`src/rtl/arb_req_gather_if.sv`:
```
// Bundle of client push, arbiter and output handshake signals for arb_req_gather.
//   in_valid_i/in_data_i/in_ready_o : per-client push (client k at [k*DW +: DW])
//   req_o/grant_i                   : request out to, one-hot grant back from, the arbiter
//   out_valid_o/out_data_o/out_src_o/out_ready_i : gathered output stream
//   err_o                           : sticky illegal-grant flag
// slave = the gather block's view, master = the environment driving it.
interface arb_req_gather_if #(
   parameter int ARB_WIDTH  = 8,
   parameter int DATA_WIDTH = 32
);
   localparam int SW = $clog2(ARB_WIDTH);

   logic [ARB_WIDTH-1:0]            in_valid_i;
   logic [ARB_WIDTH*DATA_WIDTH-1:0] in_data_i;
   logic [ARB_WIDTH-1:0]            in_ready_o;
   logic [ARB_WIDTH-1:0]            req_o;
   logic [ARB_WIDTH-1:0]            grant_i;
   logic                            out_valid_o;
   logic [DATA_WIDTH-1:0]           out_data_o;
   logic [SW-1:0]                   out_src_o;
   logic                            out_ready_i;
   logic                            err_o;

   modport slave (
      input  in_valid_i, in_data_i, grant_i, out_ready_i,
      output in_ready_o, req_o, out_valid_o, out_data_o, out_src_o, err_o
   );

   modport master (
      output in_valid_i, in_data_i, grant_i, out_ready_i,
      input  in_ready_o, req_o, out_valid_o, out_data_o, out_src_o, err_o
   );
endinterface

```
`src/rtl/arb_req_gather.sv`:
```
// arb_req_gather: per-client FIFOs feeding an external round-robin arbiter;
// the granted head is popped into a single registered output stage.
//   clk, rst_n : clock (rising edge), asynchronous active-low reset
//   bus        : arb_req_gather_if.slave (push ports, req/grant, output stream, err)
// Parameters: ARB_WIDTH clients (>=2), DATA_WIDTH payload bits, DEPTH entries
// per client FIFO (power of two, >=2).

// One client FIFO. Pointers are $clog2(DEPTH) bits and wrap naturally.
module arb_req_gather_fifo #(
   parameter int DW    = 32,
   parameter int DEPTH = 2
) (
   input  logic          clk,
   input  logic          rst_n,
   input  logic          push_i,
   input  logic [DW-1:0] wdata_i,
   input  logic          pop_i,
   output logic [DW-1:0] rdata_o,
   output logic          full_o,
   output logic          empty_o
);
   localparam int PW = $clog2(DEPTH);
   localparam int CW = PW + 1;

   logic [DEPTH-1:0][DW-1:0] mem_q;
   logic [PW-1:0]            wptr_q, rptr_q;
   logic [CW-1:0]            cnt_q, cnt_d;

   assign full_o  = (cnt_q == CW'(DEPTH));
   assign empty_o = (cnt_q == '0);
   assign rdata_o = mem_q[rptr_q];

   always_comb begin
      cnt_d = cnt_q;
      case ({push_i, pop_i})
         2'b10:   cnt_d = cnt_q + CW'(1);
         2'b01:   cnt_d = cnt_q - CW'(1);
         default: cnt_d = cnt_q;
      endcase
   end

   // Storage needs no reset: an empty FIFO never presents its contents.
   always_ff @(posedge clk) begin
      if (push_i) mem_q[wptr_q] <= wdata_i;
   end

   always_ff @(posedge clk or negedge rst_n) begin
      if (!rst_n) begin
         wptr_q <= '0;
         rptr_q <= '0;
         cnt_q  <= '0;
      end else begin
         if (push_i) wptr_q <= wptr_q + PW'(1);
         if (pop_i)  rptr_q <= rptr_q + PW'(1);
         cnt_q <= cnt_d;
      end
   end
endmodule

module arb_req_gather #(
   parameter int ARB_WIDTH  = 8,
   parameter int DATA_WIDTH = 32,
   parameter int DEPTH      = 2
) (
   input  logic              clk,
   input  logic              rst_n,
   arb_req_gather_if.slave   bus
);
   localparam int N  = ARB_WIDTH;
   localparam int DW = DATA_WIDTH;
   localparam int SW = $clog2(N);

   logic [N-1:0][DW-1:0] head;
   logic [N-1:0]         full, empty, push, pop;
   logic                 free, onehot, legal, illegal;
   logic [SW-1:0]        sel_idx;
   logic [DW-1:0]        sel_data;

   logic                 out_valid_q, out_valid_d;
   logic [DW-1:0]        out_data_q, out_data_d;
   logic [SW-1:0]        out_src_q, out_src_d;
   logic                 err_q, err_d;

   for (genvar g = 0; g < N; g++) begin : g_fifo
      arb_req_gather_fifo #(.DW(DW), .DEPTH(DEPTH)) u_fifo (
         .clk     (clk),
         .rst_n   (rst_n),
         .push_i  (push[g]),
         .wdata_i (bus.in_data_i[g*DW +: DW]),
         .pop_i   (pop[g]),
         .rdata_o (head[g]),
         .full_o  (full[g]),
         .empty_o (empty[g])
      );
   end

   // Ready is purely "not full": a same-cycle pop does not open a slot.
   assign bus.in_ready_o = ~full;
   assign push           = bus.in_valid_i & ~full;

   assign free      = ~out_valid_q | bus.out_ready_i;
   assign bus.req_o = ~empty & {N{free}};

   // A one-hot grant hitting req_o is necessarily a subset of it.
   assign onehot  = (bus.grant_i != '0) && ((bus.grant_i & (bus.grant_i - N'(1))) == '0);
   assign legal   = onehot && ((bus.grant_i & bus.req_o) != '0);
   assign illegal = (bus.grant_i != '0) && !legal;
   assign pop     = legal ? bus.grant_i : '0;

   always_comb begin
      sel_idx  = '0;
      sel_data = '0;
      for (int k = 0; k < N; k++) begin
         if (bus.grant_i[k]) begin
            sel_idx  = SW'(k);
            sel_data = head[k];
         end
      end
   end

   // A legal grant reloads the output even while a transfer drains it,
   // giving one transfer per cycle.
   always_comb begin
      out_valid_d = out_valid_q;
      out_data_d  = out_data_q;
      out_src_d   = out_src_q;
      err_d       = err_q | illegal;
      if (legal) begin
         out_valid_d = 1'b1;
         out_data_d  = sel_data;
         out_src_d   = sel_idx;
      end else if (free) begin
         out_valid_d = 1'b0;
      end
   end

   always_ff @(posedge clk or negedge rst_n) begin
      if (!rst_n) begin
         out_valid_q <= 1'b0;
         out_data_q  <= '0;
         out_src_q   <= '0;
         err_q       <= 1'b0;
      end else begin
         out_valid_q <= out_valid_d;
         out_data_q  <= out_data_d;
         out_src_q   <= out_src_d;
         err_q       <= err_d;
      end
   end

   assign bus.out_valid_o = out_valid_q;
   assign bus.out_data_o  = out_data_q;
   assign bus.out_src_o   = out_src_q;
   assign bus.err_o       = err_q;
endmodule

```
`src/flat_wrapper.sv`:
```
// flat-port wrapper written by rule: the top's interface ports become plain ports
module arb_req_gather_flat 
#(
   parameter int ARB_WIDTH  = 8,
   parameter int DATA_WIDTH = 32,
   parameter int DEPTH      = 2
)
  (clk, rst_n, bus_in_valid_i, bus_in_data_i, bus_grant_i, bus_out_ready_i, bus_in_ready_o, bus_req_o, bus_out_valid_o, bus_out_data_o, bus_out_src_o, bus_err_o);
  arb_req_gather_if #(.ARB_WIDTH(ARB_WIDTH), .DATA_WIDTH(DATA_WIDTH)) bus_i ();
  input  logic clk;
  input  logic rst_n;
  input wire logic [$bits(bus_i.in_valid_i)-1:0] bus_in_valid_i;
  input wire logic [$bits(bus_i.in_data_i)-1:0] bus_in_data_i;
  input wire logic [$bits(bus_i.grant_i)-1:0] bus_grant_i;
  input wire logic [$bits(bus_i.out_ready_i)-1:0] bus_out_ready_i;
  output wire logic [$bits(bus_i.in_ready_o)-1:0] bus_in_ready_o;
  output wire logic [$bits(bus_i.req_o)-1:0] bus_req_o;
  output wire logic [$bits(bus_i.out_valid_o)-1:0] bus_out_valid_o;
  output wire logic [$bits(bus_i.out_data_o)-1:0] bus_out_data_o;
  output wire logic [$bits(bus_i.out_src_o)-1:0] bus_out_src_o;
  output wire logic [$bits(bus_i.err_o)-1:0] bus_err_o;
  assign bus_i.in_valid_i = bus_in_valid_i;
  assign bus_i.in_data_i = bus_in_data_i;
  assign bus_i.grant_i = bus_grant_i;
  assign bus_i.out_ready_i = bus_out_ready_i;
  assign bus_in_ready_o = bus_i.in_ready_o;
  assign bus_req_o = bus_i.req_o;
  assign bus_out_valid_o = bus_i.out_valid_o;
  assign bus_out_data_o = bus_i.out_data_o;
  assign bus_out_src_o = bus_i.out_src_o;
  assign bus_err_o = bus_i.err_o;
  arb_req_gather #(.ARB_WIDTH(ARB_WIDTH), .DATA_WIDTH(DATA_WIDTH), .DEPTH(DEPTH)) u_core (.clk(clk), .rst_n(rst_n), .bus(bus_i));
endmodule
```
`config.mk`:
```
export PLATFORM = sky130hd
export DESIGN_NAME = arb_req_gather_flat
export DESIGN_NICKNAME = d
export VERILOG_FILES = /design/src/rtl/arb_req_gather_if.sv /design/src/rtl/arb_req_gather.sv /design/src/flat_wrapper.sv
export SDC_FILE = /design/constraint.sdc
export NUM_CORES = 1
export LEC_CHECK = 0
export ABC_CLOCK_PERIOD_IN_PS = 2700
export CAP_MARGIN = 20
export CORE_MARGIN = 5
export CORE_UTILIZATION = 51
export CTS_BUF_LIST = sky130_fd_sc_hd__clkbuf_2 sky130_fd_sc_hd__clkbuf_4 sky130_fd_sc_hd__clkbuf_8
export CTS_CLUSTER_SIZE = 25
export DETAILED_ROUTE_END_ITERATION = 7
export PLACE_DENSITY = 0.76
export SLEW_MARGIN = 15
export SYNTH_ARGS = -nofsm -noshare
export SYNTH_HDL_FRONTEND = slang
export SYNTH_SLANG_ARGS = --single-unit
```
`constraint.sdc`:
```
create_clock -name clk -period 2.7 [get_ports clk]
set_clock_uncertainty 0.1 [all_clocks]
set_input_delay 0.54 -clock clk [delete_from_list [all_inputs] [get_ports clk]]
set_output_delay 0.54 -clock clk [all_outputs]
set_load 0.02 [all_outputs]
```
==> metrics <==
Die ar. 49400 sq um; final worst-path setup slack 0.0789 ns; most frequent cells in the layout 512 x edfxtp_1, 315 x clkdlybuf4s50_1, 160 x mux2i_1; I/O pins 328; Synth Instances 1348; fin nets 2081; Synth area leader edfxtp_1; Cell Int Power 20.3 mW; switching share of power 0.297; Seq/Total Area, Yosys 0.744; total grt overflow 0; Max Clock Freq 382 MHz; vias in the first global route 14.2k; Core ar. 44400 sq um; routed vias/inst 5.55; synthesized area 23000 sq um; starting DRC count in detailed routing 1322; switching pwr 8.61 mW; Slew HR 0.537; Least-Margin Pin Slew 0.695 ns; combinational power share 0.274; H-Tree Depth 3; TritonCTS clock tree yes; Hold Path Origin bus_grant_i[7]; starting density of the core 0.517; Reg-to-Reg Start u_core.g_fifo[5].u_fifo.cnt_q[0]; Power Density 973 nW/um^2; kind of critical path flip-flop to primary output; Place WS -0.342 ns; Root Driver clkbuf_8; post-layout util 0.670; Final TNS setup 0 ns; Detailed Routing Iterations Pass 1 5; post-CTS setup buffers 0; RePlAce Congestion 0.890; outcome finished, final reports clean; Die W 222 microns; clk_lat worst skew 0.65 ns; Hold WC Path Type input pin to flip-flop; sequential power share 0.459; CP max FO 5; fin crit share 0.971; Post-synth EDFFs 512; first-pass GRT wire length 87200 microns; Unique masters post-synth 52; CP startpoint u_core.g_fifo[2].u_fifo.cnt_q[0]; Die Ht 222 microns; WL/cell 23.9 microns; syn_area_per_cell 17.0 sq um; total routed wirelength 58900 microns; Area Overhead vs Synth 29.5%; leakage power 10.5 nW; required time of the critical path 2.06 ns; Worst setup EP type primary output; Detail Route Antenna Nets 0; #FFs+latches synth 581; power share of the clock group 0.267; Final HPWL DP 42000 microns; Total GRT Usage 0.232; input/output buffers 327; layout cells sized above 1 0.207; commonest non-fill, non-tap cell in the layout edfxtp_1; CTS Sinks 581; max-slew violations 0; VDD IR max 521 uV; max-cap check violation count 0; RSZ-0062 raised after global routing no; synth warn 0; via count 13.7k; # setup viols final 0; Main synth FF type edfxtp_1; Final min period 2.62 ns; Clk pin slew, worst setup/hold paths 0.06 ns; DRC violations left 0; WP data arrival 1.98 ns; top cells by area, synth edfxtp_1 67%, dfrtp_1 7.5%, mux2i_1 7.0%, mux2_2 4.4%, o22ai_1 1.4%; largest net degree at the start of global routing 47; CTS Buf Count 92; # rows 77; share of the synthesized area in the top cell type 0.669; antenna violations before repair 8; Hold Vio Cnt, Final 0; syn_nets 1631; worst-case clock buffer depth 3; critical path startpoint category flip-flop; asr flop ratio synth 0.119
==> path summary, 6_finish.rpt <==
path                                                     to  slack [ns]  depth (start not counted)
setup / recovery                          bus_in_ready_o[2]        0.08                          2
hold / removal                      u_core.bus.out_src_o[1]        0.31                          3
setup reg to reg           u_core.g_fifo[3].u_fifo.cnt_q[1]        0.36                          7
hold reg to reg                    u_core.bus.out_data_o[2]        0.40                          1
max in group asynchronous         u_core.bus.out_data_o[20]        1.53                          3
min in group asynchronous    u_core.g_fifo[5].u_fifo.wptr_q        0.39                          2
==> layout make-up <==
type,count,area (sq um)
Multi-Input combinational cell,682,5580
Clock inverter,34,283
Tap cell,592,741
Inverter,1,3.75
Clock buffer,136,1670
Timing Repair Buffer,440,4380
Fill cell,3066,14600
Sequential cell,581,17100
Antenna cell,5,12.5
==> timing repair <==
item / CTS / global route
setup endpoints to repair: 7 / 1
hold buffers: 1 / 0
resized for setup: 7 / 1
hold endpoints to repair: 45 / 0
cloned: 0 / 0
==> kinds of logic after synthesis <==
family          share of synthesized area
flops                               0.744
fa+ha+maj                         0.00436
compound gates                     0.0623
buf+inv                            0.0167
simple gates                       0.0330
mux                                 0.124
xor+xnor                           0.0156
==> cells in the mapped netlist (2+ instances only) <==
library cell and number:
o21ai_0 43, a21oi_1 14, or2_1 2, mux2_2 90
nor2b_1 3, o21ai_1 5, o22ai_1 51, nand3_1 33
a31oi_1 2, buf_6 2, a221oi_1 21, a22oi_1 3
and3_1 17, mux2_1 14, mux2i_1 160, o21bai_1 3
a211o_1 2, o32a_1 21, a222oi_1 9, nor2_1 55
edfxtp_1 512, ha_1 8, dfrtp_1 69, nand2b_1 10
a211oi_1 22, nand2_1 31, clkbuf_1 56, mux2_4 5
buf_2 17, buf_1 7, xnor2_1 24, xor2_1 17
==> metrics by stage <==
stage                     hold slack, ns  total power [mW]  area [sq um]  std cells
after floorplan                    0.144              17.8         23000       1348
final                              0.311              29.0         29800       2471
after global placement             0.383              21.2         27800       2295
after CTS                          0.257              29.2         29800       2466
after detailed placement           0.388              21.4         27800       2295
after global routing               0.309              30.2         29800       2471
==> power by group through the flow <==
stage	clock network [mW]	registers, mW	logic (mW)
floorplan	0	13.4	4.45
global placement	0	13.3	7.87
detailed placement	0	13.5	7.99
CTS	7.91	13.3	7.99
global route	8.36	13.5	8.42
finish	7.74	13.3	7.93
==> metal layers <==
layer / vias up / GRT usage / routed length, microns
li1: 6234 / - / -
met2: 524 / 0.365 / 28000
met4: 6 / 0.0650 / 1160
met5: - / 0 / 35
met3: 91 / 0.0582 / 4790
met1: 6847 / 0.326 / 25000
==> registers in the layout (all words and copies together) (netlist names) <==
signal                       flops
u_core.bus.err_o                 1
u_core.bus.out_data_o           32
u_core.bus.out_src_o             3
u_core.bus.out_valid_o           1
u_core.g_fifo.u_fifo.cnt_q      16
u_core.g_fifo.u_fifo.mem_q     512
u_core.g_fifo.u_fifo.rptr_q      8
u_core.g_fifo.u_fifo.wptr_q      8
==> worst max-delay path, cell delays in order, from the launching register on <==
cell and delay (ns):
dfrtp_1 0.45, nand2b_1 0.25, clkdlybuf4s50_1 0.65
No activity file was read; power rests on OpenSTA's default activity.
